==> src/rtl/alu_muldiv_sequencer.sv <==
// ---------------------------------------------------------------------------
// alu_muldiv_sequencer
//
// Purpose:
//   Multi-cycle controller that runs LEGv8 MUL (low 64 bits, unsigned
//   shift-add) and UDIV (restoring division) on the shared 64-bit ALU.
//   While busy it owns the ALU operand, function-select and carry-in lines
//   and samples the ALU result and carry flag back every cycle. The core
//   stalls while busy is high.
//
// Optional feature:
//   ALU_MULDIV_EARLY_TERM_EN - when defined, MUL finishes as soon as the
//   multiplier register has shifted down to zero (UDIV is unaffected).
//
// Ports:
//   clk          in   1   system clock, rising edge
//   rst_n        in   1   asynchronous active-low reset
//   start        in   1   request pulse, sampled only in IDLE
//   op           in   1   0=MUL, 1=UDIV
//   opa          in  64   multiplicand / dividend
//   opb          in  64   multiplier / divisor
//   busy         out  1   high in RUN and DONE
//   done         out  1   one-cycle pulse, result valid
//   result       out 64   product low half or quotient
//   div_by_zero  out  1   UDIV with opb==0, valid with done
//   alu_a        out 64   ALU A operand
//   alu_b        out 64   ALU B operand
//   alu_fs       out  5   ALU function select
//   alu_c0       out  1   ALU carry-in
//   alu_f        in  64   ALU result (combinational)
//   alu_status   in   4   ALU flags {V,C,N,Z}
// ---------------------------------------------------------------------------
module alu_muldiv_sequencer #(
    parameter int          ITER   = 64,
    parameter logic [4:0]  FS_ADD = 5'b01000,
    parameter logic [4:0]  FS_SUB = 5'b01010
) (
    input  logic        clk,
    input  logic        rst_n,
    input  logic        start,
    input  logic        op,
    input  logic [63:0] opa,
    input  logic [63:0] opb,
    output logic        busy,
    output logic        done,
    output logic [63:0] result,
    output logic        div_by_zero,
    output logic [63:0] alu_a,
    output logic [63:0] alu_b,
    output logic [4:0]  alu_fs,
    output logic        alu_c0,
    input  logic [63:0] alu_f,
    input  logic [3:0]  alu_status
);

    localparam int CNT_W = (ITER > 1) ? $clog2(ITER) : 1;

    typedef enum logic [1:0] {
        ST_IDLE = 2'd0,
        ST_RUN  = 2'd1,
        ST_DONE = 2'd2
    } state_t;

    state_t             state_q, state_d;
    logic [CNT_W-1:0]   counter_q, counter_d;
    logic               op_q, op_d;
    // acc: P for MUL, R (remainder) for UDIV
    logic [63:0]        acc_q, acc_d;
    // m: M (shifting multiplicand) for MUL, D (divisor) for UDIV
    logic [63:0]        m_q, m_d;
    // q: Q (multiplier) for MUL, Q (dividend -> quotient) for UDIV
    logic [63:0]        q_q, q_d;
    logic [63:0]        result_q, result_d;
    logic               dbz_q, dbz_d;

    logic [63:0]        trial;
    logic               accept;
    logic               early_stop;

    // Only the carry flag takes part in the division decision.
    logic               unused_status;
    assign unused_status = ^{alu_status[3], alu_status[1:0]};

    always_ff @(posedge clk or negedge rst_n) begin
        if (!rst_n) begin
            state_q   <= ST_IDLE;
            counter_q <= '0;
            op_q      <= 1'b0;
            acc_q     <= '0;
            m_q       <= '0;
            q_q       <= '0;
            result_q  <= '0;
            dbz_q     <= 1'b0;
        end else begin
            state_q   <= state_d;
            counter_q <= counter_d;
            op_q      <= op_d;
            acc_q     <= acc_d;
            m_q       <= m_d;
            q_q       <= q_d;
            result_q  <= result_d;
            dbz_q     <= dbz_d;
        end
    end

    always_comb begin
        state_d    = state_q;
        counter_d  = counter_q;
        op_d       = op_q;
        acc_d      = acc_q;
        m_d        = m_q;
        q_d        = q_q;
        result_d   = result_q;
        dbz_d      = dbz_q;
        alu_a      = '0;
        alu_b      = '0;
        alu_fs     = '0;
        alu_c0     = 1'b0;
        trial      = '0;
        accept     = 1'b0;
        early_stop = 1'b0;

        case (state_q)
            ST_IDLE: begin
                if (start) begin
                    op_d      = op;
                    counter_d = CNT_W'(ITER - 1);
                    dbz_d     = 1'b0;
                    acc_d     = '0;
                    if (op && (opb == 64'd0)) begin
                        // Division by zero never enters RUN.
                        state_d  = ST_DONE;
                        result_d = '0;
                        dbz_d    = 1'b1;
                        m_d      = '0;
                        q_d      = '0;
                    end else begin
                        state_d = ST_RUN;
                        m_d     = op ? opb : opa;
                        q_d     = op ? opa : opb;
                    end
                end
            end

            ST_RUN: begin
                if (!op_q) begin
                    alu_a  = acc_q;
                    alu_b  = m_q;
                    alu_fs = FS_ADD;
                    alu_c0 = 1'b0;
                    acc_d  = q_q[0] ? alu_f : acc_q;
                    m_d    = m_q << 1;
                    q_d    = q_q >> 1;
                end else begin
                    trial  = {acc_q[62:0], q_q[63]};
                    alu_a  = trial;
                    alu_b  = m_q;
                    alu_fs = FS_SUB;
                    alu_c0 = 1'b1;
                    // A set R[63] means the true 65-bit trial exceeds D even
                    // though the ALU borrow says otherwise.
                    accept = acc_q[63] | alu_status[2];
                    acc_d  = accept ? alu_f : trial;
                    q_d    = {q_q[62:0], accept};
                end

`ifdef ALU_MULDIV_EARLY_TERM_EN
                early_stop = !op_q && (q_d == 64'd0);
`else
                early_stop = 1'b0;
`endif

                if ((counter_q == '0) || early_stop) begin
                    state_d  = ST_DONE;
                    result_d = op_q ? q_d : acc_d;
                end else begin
                    counter_d = counter_q - CNT_W'(1);
                end
            end

            ST_DONE: begin
                state_d = ST_IDLE;
            end

            default: begin
                state_d = ST_IDLE;
            end
        endcase
    end

    assign busy        = (state_q == ST_RUN) || (state_q == ST_DONE);
    assign done        = (state_q == ST_DONE);
    assign result      = result_q;
    assign div_by_zero = dbz_q;

endmodule

==> config.mk <==
export PLATFORM = sky130hd
export DESIGN_NAME = alu_muldiv_sequencer
export DESIGN_NICKNAME = d
export VERILOG_FILES = /design/src/rtl/alu_muldiv_sequencer.sv
export SDC_FILE = /design/constraint.sdc
export NUM_CORES = 1
export LEC_CHECK = 0
export ABC_CLOCK_PERIOD_IN_PS = 2380
export BUFFER_PORTS_ARGS = -buffer_cell sky130_fd_sc_hd__buf_2
export CAP_MARGIN = 5
export CELL_PAD_IN_SITES_DETAIL_PLACEMENT = 2
export CELL_PAD_IN_SITES_GLOBAL_PLACEMENT = 2
export CORE_ASPECT_RATIO = 0.8
export CORE_UTILIZATION = 32
export DETAILED_ROUTE_END_ITERATION = 16
export GPL_TIMING_DRIVEN = 0
export PLACE_DENSITY_LB_ADDON = 0.3
export SLEW_MARGIN = 20
export SYNTH_ARGS = -nofsm -noshare
export SYNTH_HDL_FRONTEND = slang
export SYNTH_SLANG_ARGS = --single-unit
==> constraint.sdc <==
create_clock -name clk -period 2.38 [get_ports clk]
set_input_delay 0.238 -clock clk [delete_from_list [all_inputs] [get_ports clk]]
set_output_delay 0.238 -clock clk [all_outputs]
set_load 0.03 [all_outputs]
After elaboration in Yosys (flattened, before gate mapping)
Index checks and enable logic that the tools add are counted.
{ "classes": {"reduce_logical": 12, "muxes": 35, "eq_ne": 7, "n_addsub": 1, "bitwise": 1} }
{ "op_table": {"columns": ["operator", "n"], "rows": [
  ["$mux W64", 19],
  ["$pmux W64 S2", 4],
  ["$logic_not A64 Y1", 1],
  ["$mux W6", 2],
  ["$pmux W6 S2", 1],
  ["$ne A2 B2 Y1 const B", 5],
  ["$mux W2", 4],
  ["$logic_not A6 Y1", 1],
  ["$reduce_and A2 Y1", 3],
  ["$reduce_and A3 Y1", 2],
  ["$sub A6 B1 Y6 const B", 1],
  ["$mux W4", 1],
  ["$pmux W2 S2", 1],
  ["$reduce_and A4 Y1", 1],
  ["$mux W1", 3],
  ["$eq A2 B1 Y1 const B", 1],
  ["$eq A2 B2 Y1 const B", 1],
  ["$logic_not A2 Y1", 1],
  ["$reduce_bool A2 Y1", 1],
  ["$logic_and A1 B1 Y1", 1],
  ["$logic_or A1 B1 Y1", 1],
  ["$or A1 B1 Y1", 1]
]} }
{ "totals": {"out_inout_bits": 201, "regBits": 266, "wordCells": 64, "in_bits": 200} }

Longest topological paths before layout
{ "logic_depth": {"word_depth": 6, "ltp_mapped": 10, "mapped_depth_nobuf": 7} }

Worst setup path before layout
OpenSTA, ideal clock, no wires.
{ "synth_timing": {"path_type": "register -> register", "startpoint": "register state_q[1]", "endpoint": "register m_q[33]", "setup_ns": 0.077, "period_less_slack_ns": 2.558, "n_path_buf": 3, "t_arrival_ns": 2.481, "path_slack_ns": -0.178, "stages_incl_launch_ff": 10, "t_required_ns": 2.303, "cell_sequence": "dfrtp_1 > inv_1 > ha_1 > clkbuf_1 > inv_2 > nor2_1 > nor2_1 > buf_2 > buf_1 > a21oi_1"} }
{ "synth_via": {"elab_chain_len": 3, "elab_cells_between_ends": 7, "cone_classes": "eq/ne (3); mux (1); reduce/logical (3)"} }
{ "synth_lines": {"columns": ["element", "line", "source"], "rows": [
  ["start: declaration", "64", "state_t state_q, state_d;"],
  ["start signal: assignment", "95", "state_q <= state_d;"],
  ["$eq A2 B1 Y1 / $logic_not A2 Y1 (equally long branches)", "123", "case (state_q)"],
  ["$ne A2 B2 Y1 (no source line) / $reduce_bool A2 Y1 (equally long branches)", null, null],
  ["$reduce_and A3 Y1 (no source line)", null, null],
  ["end signal: assignment", "99", "m_q <= m_d;"],
  ["end: declaration", "70", "logic [63:0] m_q, m_d;"]
]} }
Parallel ways exist; a longest one is shown, timed or not.
A chain may end at the register's enable or synchronous reset.

Worst setup path in the final report
{ "layout_timing": {"startpoint": "register state_q[1]", "endpoint": "output port alu_a[62]"} }
{ "layout_via": {"elab_chain_len": 2} }
{ "layout_lines": {"columns": ["element", "line", "source"], "rows": [
  ["$eq A2 B1 Y1", "123", null],
  ["$mux W64", "123", null],
  ["end: declaration", "48", "output logic [63:0] alu_a,"]
]} }
Every way passes these cells.

==> run summary <==
Final Hold Viols -> 0
Worst slew margin -> 0.401
GP Congestion -> 0.902
start of the worst register-to-register path -> op_q$_DFFE_PN0P_
FFs w/ async S/R, synth -> 1.00
clk buf depth -> 3
ratio of cells with drive above 1 in the final layout -> 0.288
Cell variety after synth -> 49
H-Tree Depth -> 2
fmax -> 0.416 GHz
Rows -> 78
Die Y-Extent -> 217 um
Yosys top cell area share -> 0.362
Pwr Density -> 1350 nW/um^2
max-slew violations -> 0
Initial Util -> 0.324
Critical Path AT -> 2.17 ns
min Tclk post-route -> 2.41 ns
CTS tree -> yes
Startpoint Class -> flip-flop
Sum Neg Setup Slack -> -0.0473 ns
cell taking the most area after synthesis -> dfrtp_1
most frequent CP cell -> clkbuf_16
Die Area -> 58500 um^2
drt wl/cell -> 26.2 um
Syn. warnings -> 0
hold slack -> 0.0217 ns
Hold Path Class -> in2reg
final WL -> 91600 um
cell count after placement -> 3396
first-pass GRT wire length -> 135000 um
DR vias/cell -> 5.65
main flop type after synthesis -> dfrtp_1
Final nets -> 2899
Crit Path Class -> reg2out
vias -> 19800
crit-path cells -> inv_2 > ha_4 > inv_8 > clkbuf_16 > clkbuf_16 > buf_12 > nor2_1 > buf_4
vias in the first global route -> 21100
initial antenna violation count -> 31
post-synthesis sequential area ratio -> 0.362
I/O pin cnt -> 401
worst path buffer plus inverter count -> 6
failing checks -> negative setup slack
P_leak -> 0.0107 uW
Req. time, crit path -> 2.14 ns
cells after synthesis -> 2237
Max stage delay on crit path -> 0.40 ns
total CTS buffers -> 34
CP Capture Type -> output port
clock sinks -> 266
average cell area after synthesis -> 8.23 um^2
worst skew pair latency -> 0.56 ns
maximum vdd drop -> 0.540 mV
Largest delay share family, worst path -> buffers and inverters
Mapped Area -> 18400 um^2
Die Width -> 270 um
ANT nets after route -> 0
Setup crit start -> state_q[1]$_DFFE_PN0P_
Final HPWL DP -> 68900 um
final setup vio count -> 4
Critical-path top delay cell -> dfrtp_1
final non-filler cell total -> 3496
core footprint -> 56800 um^2
top cells by area, synth -> dfrtp_1 (36%), mux2i_1 (10%), a21oi_1 (5.3%)
Worst Hold Launch -> opa[49]
Worst-Margin Slew -> 0.898 ns
largest net degree at the start of global routing -> 97
starting DRC count in detailed routing -> 1256
Port Buf Inserts -> 394
status -> finished with violations
maxcap violations -> 0
total track usage -> 0.302
Layout Skew -> 0.0306 ns
grt total ovfl -> 0
area delta synth->final -> 31.6%
Initial DRT Pass Iterations -> 5
Worst-path clk slew -> 0.06 ns
Post-synth EDFFs -> 0
final routed DRC violation total -> 0
final worst slack -> -0.0267 ns
unrepaired setup endpoints after global routing -> yes
CTS root buf -> clkbuf_16
#FFs+latches synth -> 266
Tcrit/Tclk final -> 1.01
crit path max fanout -> 10
[logic make-up after synthesis]
family	synth area share
and+or+nand+nor	0.258
AOI/OAI and AO/OA	0.176
DFF	0.362
muxes	0.144
buffers and inverters	0.0547
adders and majority gates	0.00340
xor gates and xnor gates	0.00190
other	0.000204
[power by group]
part	internal, uW	leakage, uW	switching (uW)
logic	6880	0.00676	12300
clock network	3200	0.000557	2290
registers	6170	0.00338	1780
total	16300	0.0107	16300
[sequential cells by signal (all words and copies together) (netlist names)]
name / flops
div_by_zero: 1
q_q: 64
counter_q: 6
m_q: 64
result: 64
state_q: 2
op_q: 1
acc_q: 64
[per-stage QoR]
step | area (um^2) | worst slack (ns) | utilization | total power (uW)
floorplan | 18400 | 0.0203 | - | 18300
global placement | 21300 | -4.28 | 0.376 | 23600
detailed placement | 21400 | -1.40 | 0.377 | 24400
CTS | 23400 | -0.0223 | 0.413 | 31400
global route | 24200 | -0.0819 | 0.426 | 34200
finish | 24200 | -0.0267 | 0.426 | 32600
[worst paths after layout]
kind	to	slack [ns]	cells past startpoint
hold / removal	q_q[49]$_DFFE_PN0P_	0.02	3
setup reg to reg	acc_q[0]$_DFFE_PN0P_	0	5
max in group asynchronous	m_q[51]$_DFFE_PN0P_	0.63	5
hold reg to reg	result[14]$_DFFE_PN0P_	0.51	2
setup / recovery	alu_a[62]	-0.03	8
min in group asynchronous	result[23]$_DFFE_PN0P_	0.13	2
[synth_stat cells, drive strengths merged (3+ instances only)]
| library cell | count |
|---|---|
| mux2 | 64 |
| a21oi | 194 |
| nor3 | 130 |
| o31ai | 61 |
| nand4 | 4 |
| nor4b | 3 |
| mux2i | 193 |
| nand2b | 61 |
| or3 | 63 |
| nor4 | 24 |
| buf | 79 |
| nor2b | 64 |
| ha | 5 |
| and2 | 127 |
| a31oi | 65 |
| dfrtp | 266 |
| nand3 | 66 |
| a32o | 62 |
| o21ai | 131 |
| inv | 7 |
| nor2 | 202 |
| nand2 | 205 |
| o21a | 3 |
| clkbuf | 134 |
[worst reg2reg max path, stage by stage (launching register included)]
cell	delay (ns)
dfrtp_2	0.45
clkbuf_2	0.34
clkbuf_2	0.42
buf_1	0.55
nand3_1	0.19
a32o_1	0.31
[layout by cell type (no fill, tap or decap), drive strengths merged, types with 63 or more instances in the layout]
master,n
nor3,130
a21oi,194
a31oi,65
or3,63
mux2i,193
nor2b,64
nor2,202
buf,481
nand2,205
dfrtp,266
o21ai,131
nand3,66
and2,127
clkbuf,189
mux2,64
[cell type report]
type | instances | area, um^2
Clock inverter | 15 | 161
Fill cell | 6369 | 32600
Buffer | 206 | 1360
Antenna cell | 19 | 47.5
Tap cell | 760 | 951
Timing Repair Buffer | 426 | 2660
Sequential cell | 266 | 6660
Multi-Input combinational cell | 1753 | 11400
Clock buffer | 44 | 970
Inverter | 7 | 33.8
[what timing repair did]
item                                    CTS  global route
gates cloned                              0             1
hold buffers                              6             0
endpoints found under the hold margin    95             0
gates resized for setup                 246           215
endpoints found under the setup margin  396           263
pin swaps                                 0             8
buffers inserted                         10            12
[metal layers]
layer  track usage  wire [um]  vias up
li1              -          -     8926
met1         0.416      40800     9988
met2         0.484      42100      669
met3        0.0526       6020      161
met4        0.0854       2520       24
met5             0        137        -
(Power assumes the default switching activity.)
